[config.mk]
export PLATFORM = sky130hd
export DESIGN_NAME = uart_rx_param
export DESIGN_NICKNAME = d
export VERILOG_FILES = /design/src/rtl/uart_rx_param.sv
export SDC_FILE = /design/constraint.sdc
export NUM_CORES = 1
export LEC_CHECK = 0
export CORE_MARGIN = 3
export CORE_UTILIZATION = 55
export CTS_CLUSTER_SIZE = 30
export DETAILED_ROUTE_END_ITERATION = 8
export PLACE_DENSITY = 0.77
export SLEW_MARGIN = 20
export SYNTH_ARGS = -nofsm -noshare
export SYNTH_HDL_FRONTEND = slang
export SYNTH_SLANG_ARGS = --single-unit
export TNS_END_PERCENT = 50
[constraint.sdc]
create_clock -name clk -period 4.34 [get_ports clk]
set_input_delay 0.868 -clock clk [delete_from_list [all_inputs] [get_ports clk]]
set_output_delay 0.868 -clock clk [all_outputs]
set_load 0.03 [all_outputs]
[src/rtl/uart_rx_param.sv]
// Parametrised UART receiver: 2-flop input synchroniser, mid-bit sampling FSM with false-start
// rejection, parity/framing checks and a valid/ready holding register with overrun detection.
module uart_rx_param #(
  parameter int unsigned CLK_FREQ  = 6_250_000,
  parameter int unsigned BAUD_RATE = 128000,
  parameter int unsigned DATA_BITS = 8,
  parameter int unsigned PARITY    = 0,
  parameter int unsigned STOP_BITS = 1
) (
  input  logic                 clk,
  input  logic                 reset,
  input  logic                 RxD,
  output logic [DATA_BITS-1:0] rx_data,
  output logic                 rx_valid,
  input  logic                 rx_ready,
  output logic                 parity_err,
  output logic                 frame_err,
  output logic                 overrun,
  output logic                 new_data_toggle
);

  localparam int unsigned Div    = CLK_FREQ / BAUD_RATE;
  localparam int unsigned Half   = Div / 2;
  localparam int unsigned CntW   = $clog2(Div);
  localparam int unsigned BidxW  = 4;
  localparam logic        ParOdd = (PARITY == 2);

  typedef enum logic [2:0] {
    StIdle,
    StStart,
    StData,
    StParity,
    StStop,
    StBrkwait
  } state_e;

  state_e                state_q, state_d;
  logic [CntW-1:0]       cnt_q, cnt_d;
  logic [BidxW-1:0]      bidx_q, bidx_d;
  logic [DATA_BITS-1:0]  shreg_q, shreg_d;
  logic                  par_q, par_d;
  logic                  ferr_q, ferr_d;
  logic                  rxd_meta_q, rxd_s;

  logic [DATA_BITS-1:0]  rx_data_q, rx_data_d;
  logic                  rx_valid_q, rx_valid_d;
  logic                  perr_q, perr_d;
  logic                  ferr_out_q, ferr_out_d;
  logic                  overrun_q, overrun_d;
  logic                  toggle_q, toggle_d;

  logic                  bit_end;
  logic                  frame_done;
  logic                  frame_ferr;
  logic                  frame_perr;

  always_ff @(posedge clk) begin
    if (!reset) begin
      rxd_meta_q <= 1'b1;
      rxd_s      <= 1'b1;
    end else begin
      rxd_meta_q <= RxD;
      rxd_s      <= rxd_meta_q;
    end
  end

  assign bit_end    = (cnt_q == CntW'(Div - 1));
  assign frame_perr = (PARITY != 0) && (((^shreg_q) ^ par_q) != ParOdd);

  always_comb begin
    state_d    = state_q;
    cnt_d      = cnt_q + CntW'(1);
    bidx_d     = bidx_q;
    shreg_d    = shreg_q;
    par_d      = par_q;
    ferr_d     = ferr_q;
    frame_done = 1'b0;
    frame_ferr = ferr_q;

    unique case (state_q)
      StIdle: begin
        cnt_d  = '0;
        bidx_d = '0;
        ferr_d = 1'b0;
        if (!rxd_s) state_d = StStart;
      end
      StStart: begin
        if (cnt_q == CntW'(Half - 1)) begin
          cnt_d   = '0;
          bidx_d  = '0;
          state_d = rxd_s ? StIdle : StData;
        end
      end
      StData: begin
        if (bit_end) begin
          cnt_d   = '0;
          // LSB arrives first, so after DATA_BITS right-shifts it sits in bit 0
          shreg_d = {rxd_s, shreg_q[DATA_BITS-1:1]};
          bidx_d  = bidx_q + BidxW'(1);
          if (bidx_q == BidxW'(DATA_BITS - 1)) begin
            bidx_d  = '0;
            state_d = (PARITY != 0) ? StParity : StStop;
          end
        end
      end
      StParity: begin
        if (bit_end) begin
          cnt_d   = '0;
          par_d   = rxd_s;
          state_d = StStop;
        end
      end
      StStop: begin
        if (bit_end) begin
          cnt_d      = '0;
          frame_ferr = ferr_q | ~rxd_s;
          ferr_d     = frame_ferr;
          bidx_d     = bidx_q + BidxW'(1);
          if (bidx_q == BidxW'(STOP_BITS - 1)) begin
            frame_done = 1'b1;
            state_d    = frame_ferr ? StBrkwait : StIdle;
          end
        end
      end
      StBrkwait: begin
        // A held-low (break) line must not look like a new start bit
        cnt_d = '0;
        if (rxd_s) state_d = StIdle;
      end
      default: state_d = StIdle;
    endcase
  end

  always_comb begin
    rx_data_d  = rx_data_q;
    rx_valid_d = rx_valid_q;
    perr_d     = perr_q;
    ferr_out_d = ferr_out_q;
    overrun_d  = 1'b0;
    toggle_d   = toggle_q;

    if (rx_valid_q && rx_ready) rx_valid_d = 1'b0;

    if (frame_done) begin
      if (!rx_valid_q || rx_ready) begin
        rx_data_d  = shreg_q;
        perr_d     = frame_perr;
        ferr_out_d = frame_ferr;
        rx_valid_d = 1'b1;
        toggle_d   = ~toggle_q;
      end else begin
        overrun_d = 1'b1;
      end
    end
  end

  always_ff @(posedge clk) begin
    if (!reset) begin
      state_q    <= StIdle;
      cnt_q      <= '0;
      bidx_q     <= '0;
      shreg_q    <= '0;
      par_q      <= 1'b0;
      ferr_q     <= 1'b0;
      rx_data_q  <= '0;
      rx_valid_q <= 1'b0;
      perr_q     <= 1'b0;
      ferr_out_q <= 1'b0;
      overrun_q  <= 1'b0;
      toggle_q   <= 1'b0;
    end else begin
      state_q    <= state_d;
      cnt_q      <= cnt_d;
      bidx_q     <= bidx_d;
      shreg_q    <= shreg_d;
      par_q      <= par_d;
      ferr_q     <= ferr_d;
      rx_data_q  <= rx_data_d;
      rx_valid_q <= rx_valid_d;
      perr_q     <= perr_d;
      ferr_out_q <= ferr_out_d;
      overrun_q  <= overrun_d;
      toggle_q   <= toggle_d;
    end
  end

  assign rx_data         = rx_data_q;
  assign rx_valid        = rx_valid_q;
  assign parity_err      = perr_q;
  assign frame_err       = ferr_out_q;
  assign overrun         = overrun_q;
  assign new_data_toggle = toggle_q;

endmodule

* After elaboration in Yosys (flattened, before gate mapping)
Index checks and enable logic that the tools add are counted.
** Word-level totals
- Bits of input ports :: 4
- Word-level logic and storage cells :: 76
- Flip-flop bits (word level) :: 36
- Output and inout bits :: 13
** Cells by class
- Eq/ne operators :: 16
- Bitwise operators :: 3
- Reductions and logical operators :: 14
- Add/subtract/negate cells :: 2
- Muxes and demuxes :: 29
** Operator list (count)
- two-way mux 3 bit :: 9
- case mux 3 bit (6 select lines) :: 1
- case mux 6 bit (3 select lines) :: 1
- two-way mux 4 bit :: 4
- inequality test 2 bit (second input constant) :: 8
- case mux 4 bit (4 select lines) :: 1
- two-way mux 6 bit :: 2
- two-way mux 1 bit :: 9
- AND reduction 8 bit :: 1
- adder 6 x 1 -> 6 bit (second input constant) :: 1
- == test 3 x 2 -> 1 bit (second input constant) :: 2
- == test 3 bit (second input constant) :: 2
- == test 6 x 5 -> 1 bit (second input constant) :: 1
- == test 6 bit (second input constant) :: 1
- AND reduction 2 bit :: 3
- adder 4 x 1 -> 4 bit (second input constant) :: 1
- == test 4 x 3 -> 1 bit (second input constant) :: 1
- zero test 4 bit :: 1
- AND reduction 4 bit :: 1
- nonzero test 4 bit :: 1
- == test 3 x 1 -> 1 bit (second input constant) :: 1
- zero test 3 bit :: 1
- OR reduction 3 bit :: 1
- two-way mux 2 bit :: 1
- other kinds (8) :: 9

* Logic depth before layout (Yosys ltp)
Gate-level depths: netlist of the first run.
- Depth after elaboration :: 6
- Depth in mapped cells :: 7

* Worst setup path before layout of the first run
Ideal clock, no wire load.
- Path kind :: register -> register
- Start :: reg cnt_q[0]
- End :: reg bidx_q[3]
- Setup time :: 0.073 ns
- Cell stages (with the launch flop) :: 7
- Data required time :: 4.267 ns
- Period minus slack after synthesis :: 1.810 ns
- Arrival time :: 1.737 ns
- Path slack :: 2.530 ns
- Cell sequence :: dfxtp_1 > ha_1 > nand3_2 > nor4_1 > nor4_2 > or4_1 > a21oi_1
** On the way
- Word-level cells in the longest chain between the ends :: 3
- Elaborated cells on any way between the ends :: 6
- Those cells by class :: eq/ne: 5; reduce/logical: 1
** RTL lines
- start: declaration :: RTL line 38 : logic [CntW-1:0] cnt_q, cnt_d;
- start signal: assignment :: RTL line 173 : cnt_q <= cnt_d;
- == test 6 x 5 -> 1 bit / == test 6 bit (equally long branches) :: RTL line 88, 67
- inequality test 2 bit (no source line)
- AND reduction 4 bit (no source line) (*)
- end signal: assignment :: RTL line 174 : bidx_q <= bidx_d;
- end: declaration :: RTL line 39 : logic [BidxW-1:0] bidx_q, bidx_d;
Every way passes the cells marked *; elsewhere a longest branch is shown, timed or not.
A chain may end at the register's enable or synchronous reset.

==> summary.txt, run 1 <==
Synthesis
  • Synth top area share: 45.2%
  • Netlist cell types: between 40 and 50
  • Synthesized area: 1600 µm²
  • Sequential cell area fraction in the yosys report: 45.2%
  • Post-synth EDFFs: 0
  • Synth area leader: dfxtp_1
  • Syn Area/Cell: roughly 8.8 µm²
  • #FFs+latches synth: 36
  • Most used DFF post-synth: dfxtp_1
  • Top post-synthesis cells by area: dfxtp_1 (45%), mux2i_1 (6.3%), nor2_1 (4.9%)
  • Syn nets: 189
  • Yosys warns: 0
  • FFs w/ async S/R, synth: 0%
  • Gate Count Post-Synth: 182

Drt
  • Drt first pass iters: 4
  • Via density: 5.81
  • DR WL/cell: 13.7 µm
  • DR iter-0 viols: 37
  • Remaining antenna violation count: 0
  • Drt drc: 0
  • Routed wire length: 3.10 mm
  • Via count: 1318

CTS
  • Cts repair resizes: 0
  • CTS buffer count: 5
  • Hold_buf cts: 0
  • Total clock sinks: 36
  • Postcts setup bufs: 0
  • H-tree levels: 2
  • Clock latency on the worst-skew pair: 0.34 ns
  • CTS root buffer: clkbuf_4
  • Clock tree from TritonCTS: done
  • Clk slew on worst S/H paths: 0.11 ns
  • Clock Tree Buf Depth: 2

Timing
  • Relative slew slack: 42.6%
  • Clock skew: 0.0161 ns
  • Final setup viols: 0
  • Top achievable clock speed: 433 MHz
  • Final TNS setup: 0 ns
  • Fin crit share: 53.2%
  • Slew @ Worst Pin: 0.858 ns
  • Hold slack: between 0.4 and 0.5 ns
  • RSZ-0062 raised after global routing: false
  • Final min period: 2.31 ns
  • Fin. max-slew vios: 0
  • Final Hold Vio Count: 0

Pwr
  • Pwr per Cell Area: approximately 380 nW/µm²
  • Max IR drop VDD: between 0.0003 and 0.0004 V
  • Lkg Pwr: between 0.6 and 0.7 nW
  • Total power: about 0.70 mW

Run status
  • Status: finished, final reports clean

Min path
  • HP Start: rxd_meta_q$_SDFF_PN1_
  • Worst Hold Class: register to register

Setup path
  • WP data required: 4.61 ns
  • Critical path peak fanout: 26
  • Crit. End Element: register
  • Slowest stage delay, CP: 1.03 ns
  • Crit path from: reset
  • CP Cell Sequence: clkdlybuf4s50_1 > o211ai_1 > or4_1 > o221ai_1
  • WS Path Type: input port to register
  • Setup crit start kind: input port
  • R2R Path Start: cnt_q[0]$_SDFF_PN0_
  • Critical path's slowest cell: clkdlybuf4s50_1
  • Crit path DAT: roughly 2.6 ns

Layout
  • Leading cell type in the layout, fill and taps excluded: dfxtp_1
  • Nets: 203
  • P&R area growth vs syn: 13.6%
  • Share of post-route cells with drive strength above 1: under 10%
  • # diodes: 0
  • Most frequent cells in the layout: dfxtp_1 (36), nor2_1 (21), nand2_1 (16)

Flow run
  • Max Cap Violations: 0

Place
  • DP HPWL: 2.21 mm
  • GP Congestion: 0.874
  • # port buffers: 15

Global route
  • First-pass GRT wire length: 5.06 mm
  • Vias in the first global route: approximately 1200
  • Tot GR Track Use: approximately a fifth
  • Initial antenna violation count: 0
  • Largest net degree at the start of global routing: 27
  • GRT Residual Overflow: 0

Die
  • Starting Density: 61.1%
  • I/O pins: 17
  • Core ar.: 2610 µm²
  • Die X: 59.9 µm
  • Cell row count: 18
  • Die area: 3580 µm²
  • Die span in y: 59.9 µm
-- worst max-delay path: cells and delay by family --
family | cells | cell delay [ns]
AO/OA/AOI/OAI | 2 | 0.24
buffers and inverters | 1 | 1.03
AND/OR/NAND/NOR | 1 | 0.43
-- worst paths after layout --
path,depth (start not counted),slack [ns],endpoint
hold reg to reg,1,0.44,rxd_s$_SDFF_PN1_
hold / removal,1,0.44,rxd_s$_SDFF_PN1_
setup / recovery,4,2.03,state_q[0]$_SDFFE_PN0P_
setup reg to reg,6,2.12,rx_data[5]$_SDFFE_PN0P_
-- report_power, final --
group	internal (mW)	switching, mW	total (mW)
registers	0.345	0.0307	0.376
clock network	0.0771	0.110	0.187
logic	0.0551	0.0774	0.132
-- cell families (layout without fill, tap and decap cells) --
family,count (synthesis),in the layout,synth area share [%]
and+or+nand+nor,79,79,27.1
DFF,36,36,45.2
AOI/OAI and AO/OA,32,32,12.0
buffers and inverters,16,31,4.16
muxes,10,10,6.27
xor gates and xnor gates,5,5,2.74
adders and majority gates,3,3,2.35
other,1,1,0.235
-- cells in the mapped netlist (all sizes together) (2+ instances only) --
master   n
a21oi    8
nand3   13
or4      2
clkbuf   6
buf      3
inv      6
nor4     4
xor2     4
o21ai   14
nor2b    4
nand2b   8
nor3     3
mux2i   10
nand2   16
o211ai   2
ha       3
nor2    21
nor3b    3
dfxtp   36
-- per-layer routing --
metal	vias up	global-route usage [%]	share of wire [%]
met5	-	0	0
met4	0	8.86	3.0
met3	10	6.48	4.8
met2	27	31.6	47
met1	617	21.5	45
li1	664	-	-
-- registers in the layout, summed over array words and instances, names as in the netlist --
register         count
bidx_q               4
overrun              1
state_q              3
frame_err            1
rx_data              8
shreg_q              8
cnt_q                6
rx_valid             1
new_data_toggle      1
ferr_q               1
rxd_s                1
rxd_meta_q           1
-- area by class of cell --
class,instances,area (µm²)
clock buffers,6,51.3
clock inverters,2,10.0
fillers,216,801
inverters,7,26.3
multi-input cells,130,808
flip-flops and latches,36,721
well taps,30,37.5
repair buffers,16,158
-- metrics by stage --
step,util (%),setup slack [ns],cells,instance area [µm²]
2_1_floorplan,-,2.53,182,1600
3_3_place_gp,67.0,1.75,219,1750
3_5_place_dp,67.0,1.69,219,1750
4_1_cts,69.3,2.04,227,1810
5_1_grt,69.3,1.85,227,1810
6_report,69.3,2.03,227,1810
No activity file was read; power rests on OpenSTA's default activity.
==> run 2, diff against run 1 <==
Clock period 4.34 ns to 2.21 ns, I/O delays scaled along.
==> run 2 against run 1 <==
Net effect:
- total power grew 99%
- via count up 1.1%
- sequential power grew 97%
- worst hold slack worse by 0.022 ns
- critical path type is now register to register
==> summary.txt, run 2 (same netlist as run 1, synthesis figures left out) <==
Layout
  • Leading cell type in the layout, fill and taps excluded: dfxtp_1
  • P&R area growth vs syn: 14.6%
  • Share of post-route cells with drive strength above 1: 7.54% (+0.43 points)
  • Most frequent cells in the layout: dfxtp_1 (36), nor2_1 (21), nand2_1 (16)
  • Nets: 205 (+0.99%)
  • Fin util: 70.0% (+0.62 points)
  • Design Area, Final: 1830 µm² (+0.90%)
  • # diodes: 0 (unchanged)

Die
  • I/O pins: 17 (unchanged)
  • Die span in y: 59.9 µm (unchanged)
  • Core ar.: 2610 µm² (unchanged)
  • Die X: 59.9 µm (unchanged)
  • Cell row count: 18 (unchanged)
  • Die area: 3580 µm² (unchanged)
  • Starting Density: 61.1% (unchanged)

Global route
  • First-pass GRT wire length: 5.72 mm (+13%)
  • Largest net degree at the start of global routing: 20 (-26%)
  • Vias in the first global route: 1323 (+12%)
  • GRT Residual Overflow: 0 (unchanged)
  • Tot GR Track Use: 21.3% (+2.4 points)
  • Initial antenna violation count: 0 (unchanged)

Setup path
  • Crit path DAT: 2.32 ns (-0.26 ns)
  • Critical path peak fanout: 7 (-73%)
  • Worst Path Buf+Inv: 0 (-1)
  • Crit. End Element: register
  • CP Cell Sequence: ha_1 > nand4b_1 > nor4_1 > nor4_2 > or4_1 > a21oi_1
  • Critical path's slowest cell: or4_1
  • Slowest stage delay, CP: 0.52 ns (-0.51 ns)
  • Setup crit start kind: register
  • CP delay by family, top: simple AND/OR/NAND/NOR gates
  • Cells on worst reg2reg path: 6 (unchanged)
  • Critical path depth: 6 (+2)
  • WP data required: 2.48 ns (-2.13 ns)
  • WS Path Type: register to register

Timing
  • Final Hold Vio Count: 0 (unchanged)
  • Relative slew slack: 61.1% (+18 points)
  • Fin crit share: 92.8%
  • Hold slack: 0.421 ns (-0.0223 ns)
  • Worst Slack Setup Final: 0.159 ns (-1.87 ns)
  • Final TNS setup: 0 ns (unchanged)
  • RSZ-0062 raised after global routing: false
  • Final min period: 2.05 ns
  • Slew @ Worst Pin: 0.579 ns (-0.279 ns)
  • Final setup viols: 0 (unchanged)
  • Top achievable clock speed: roughly 490 MHz
  • Fin. max-slew vios: 0 (unchanged)
  • Clock skew: 0.00803 ns (-0.00811 ns)

Drt
  • Via density: 5.82 (+0.18%)
  • Routed wire length: 3.29 mm (+5.9%)
  • DR iter-0 viols: 80 (+120%)
  • Drt first pass iters: 4 (unchanged)
  • Drt drc: 0 (unchanged)
  • DR WL/cell: 14.3 µm (+5.0%)
  • Remaining antenna violation count: 0 (unchanged)
  • Via count: 1332 (+1.1%)

Pwr
  • Lkg Pwr: 0.682 nW (+0.36%)
  • Pwr per Cell Area: 755 nW/µm² (+97%)
  • Max IR drop VDD: 0.000660 V (+95%)

Min path
  • Worst Hold Class: register to register
  • Hold Path Depth: 1 (unchanged)

CTS
  • Clock tree from TritonCTS: done
  • Clk slew on worst S/H paths: 0.10 ns (about the same)
  • Postcts setup bufs: 0 (unchanged)
  • Cts repair resizes: 0 (unchanged)
  • CTS buffer count: 5 (unchanged)
  • Clock latency on the worst-skew pair: 0.34 ns (about the same)
  • Total clock sinks: 36 (unchanged)
  • CTS root buffer: clkbuf_4
  • Hold_buf cts: 0 (unchanged)
  • H-tree levels: 2 (unchanged)
  • Clock Tree Buf Depth: 2 (unchanged)

Place
  • # port buffers: 15 (unchanged)
  • Post-placement cell area: 1770 µm² (+0.86%)
  • GP Congestion: 0.843 (-3.5%)
  • DP HPWL: 2.34 mm (+5.8%)
  • Post-Place Worst Slack: 0.215 ns (-1.48 ns)

Run status
  • Status: finished, final reports clean

Flow run
  • Max Cap Violations: 0 (unchanged)
[run 2: cell types whose count changed in the layout (fill, tap and decap cells not counted), sizes merged]
cell      previous run  this run
clkinvlp             0         1
clkbuf               6         7
clkinv               3         1
buf                  1         3
[run 2: power by group]
part	switching [mW]	internal, mW
combinational	0.159	0.110
sequential	0.0637	0.677
clock	0.214	0.156
total	0.437	0.943
[run 2: cell type report]
type | count | area (µm²)
clock buffer | 7 | 55.1
fill | 230 | 785
sequential | 36 | 721
tap | 30 | 37.5
inverter | 7 | 26.3
clock inverter | 1 | 7.51
timing repair buffer | 18 | 173
multi-input combinational | 130 | 808
[run 2: worst paths after layout]
kind                         start                     end  slack (ns)
max reg2reg    cnt_q[0]$_SDFF_PN0_  bidx_q[3]$_SDFFE_PN0P_        0.16
min          rxd_meta_q$_SDFF_PN1_        rxd_s$_SDFF_PN1_        0.42
min reg2reg  rxd_meta_q$_SDFF_PN1_        rxd_s$_SDFF_PN1_        0.42
max            cnt_q[0]$_SDFF_PN0_  bidx_q[3]$_SDFFE_PN0P_        0.16
[run 2: through the flow]
| step | std cells | power [mW] |
|---|---|---|
| after CTS | 229 | 1.39 |
| after global placement | 221 | 0.998 |
| after detailed placement | 221 | 1.02 |
| after global routing | 229 | 1.45 |
| after floorplan | 182 | 0.954 |
| final | 229 | 1.38 |
[run 2: per-layer routing]
metal  vias to the layer above  routed length (µm)  global-route usage (%)
li1                        662                   -                       -
met3                         5                 105                    4.54
met5                         -                   0                       0
met4                         0                  58                    9.49
met1                       646                1540                    25.6
met2                        19                1580                    36.1
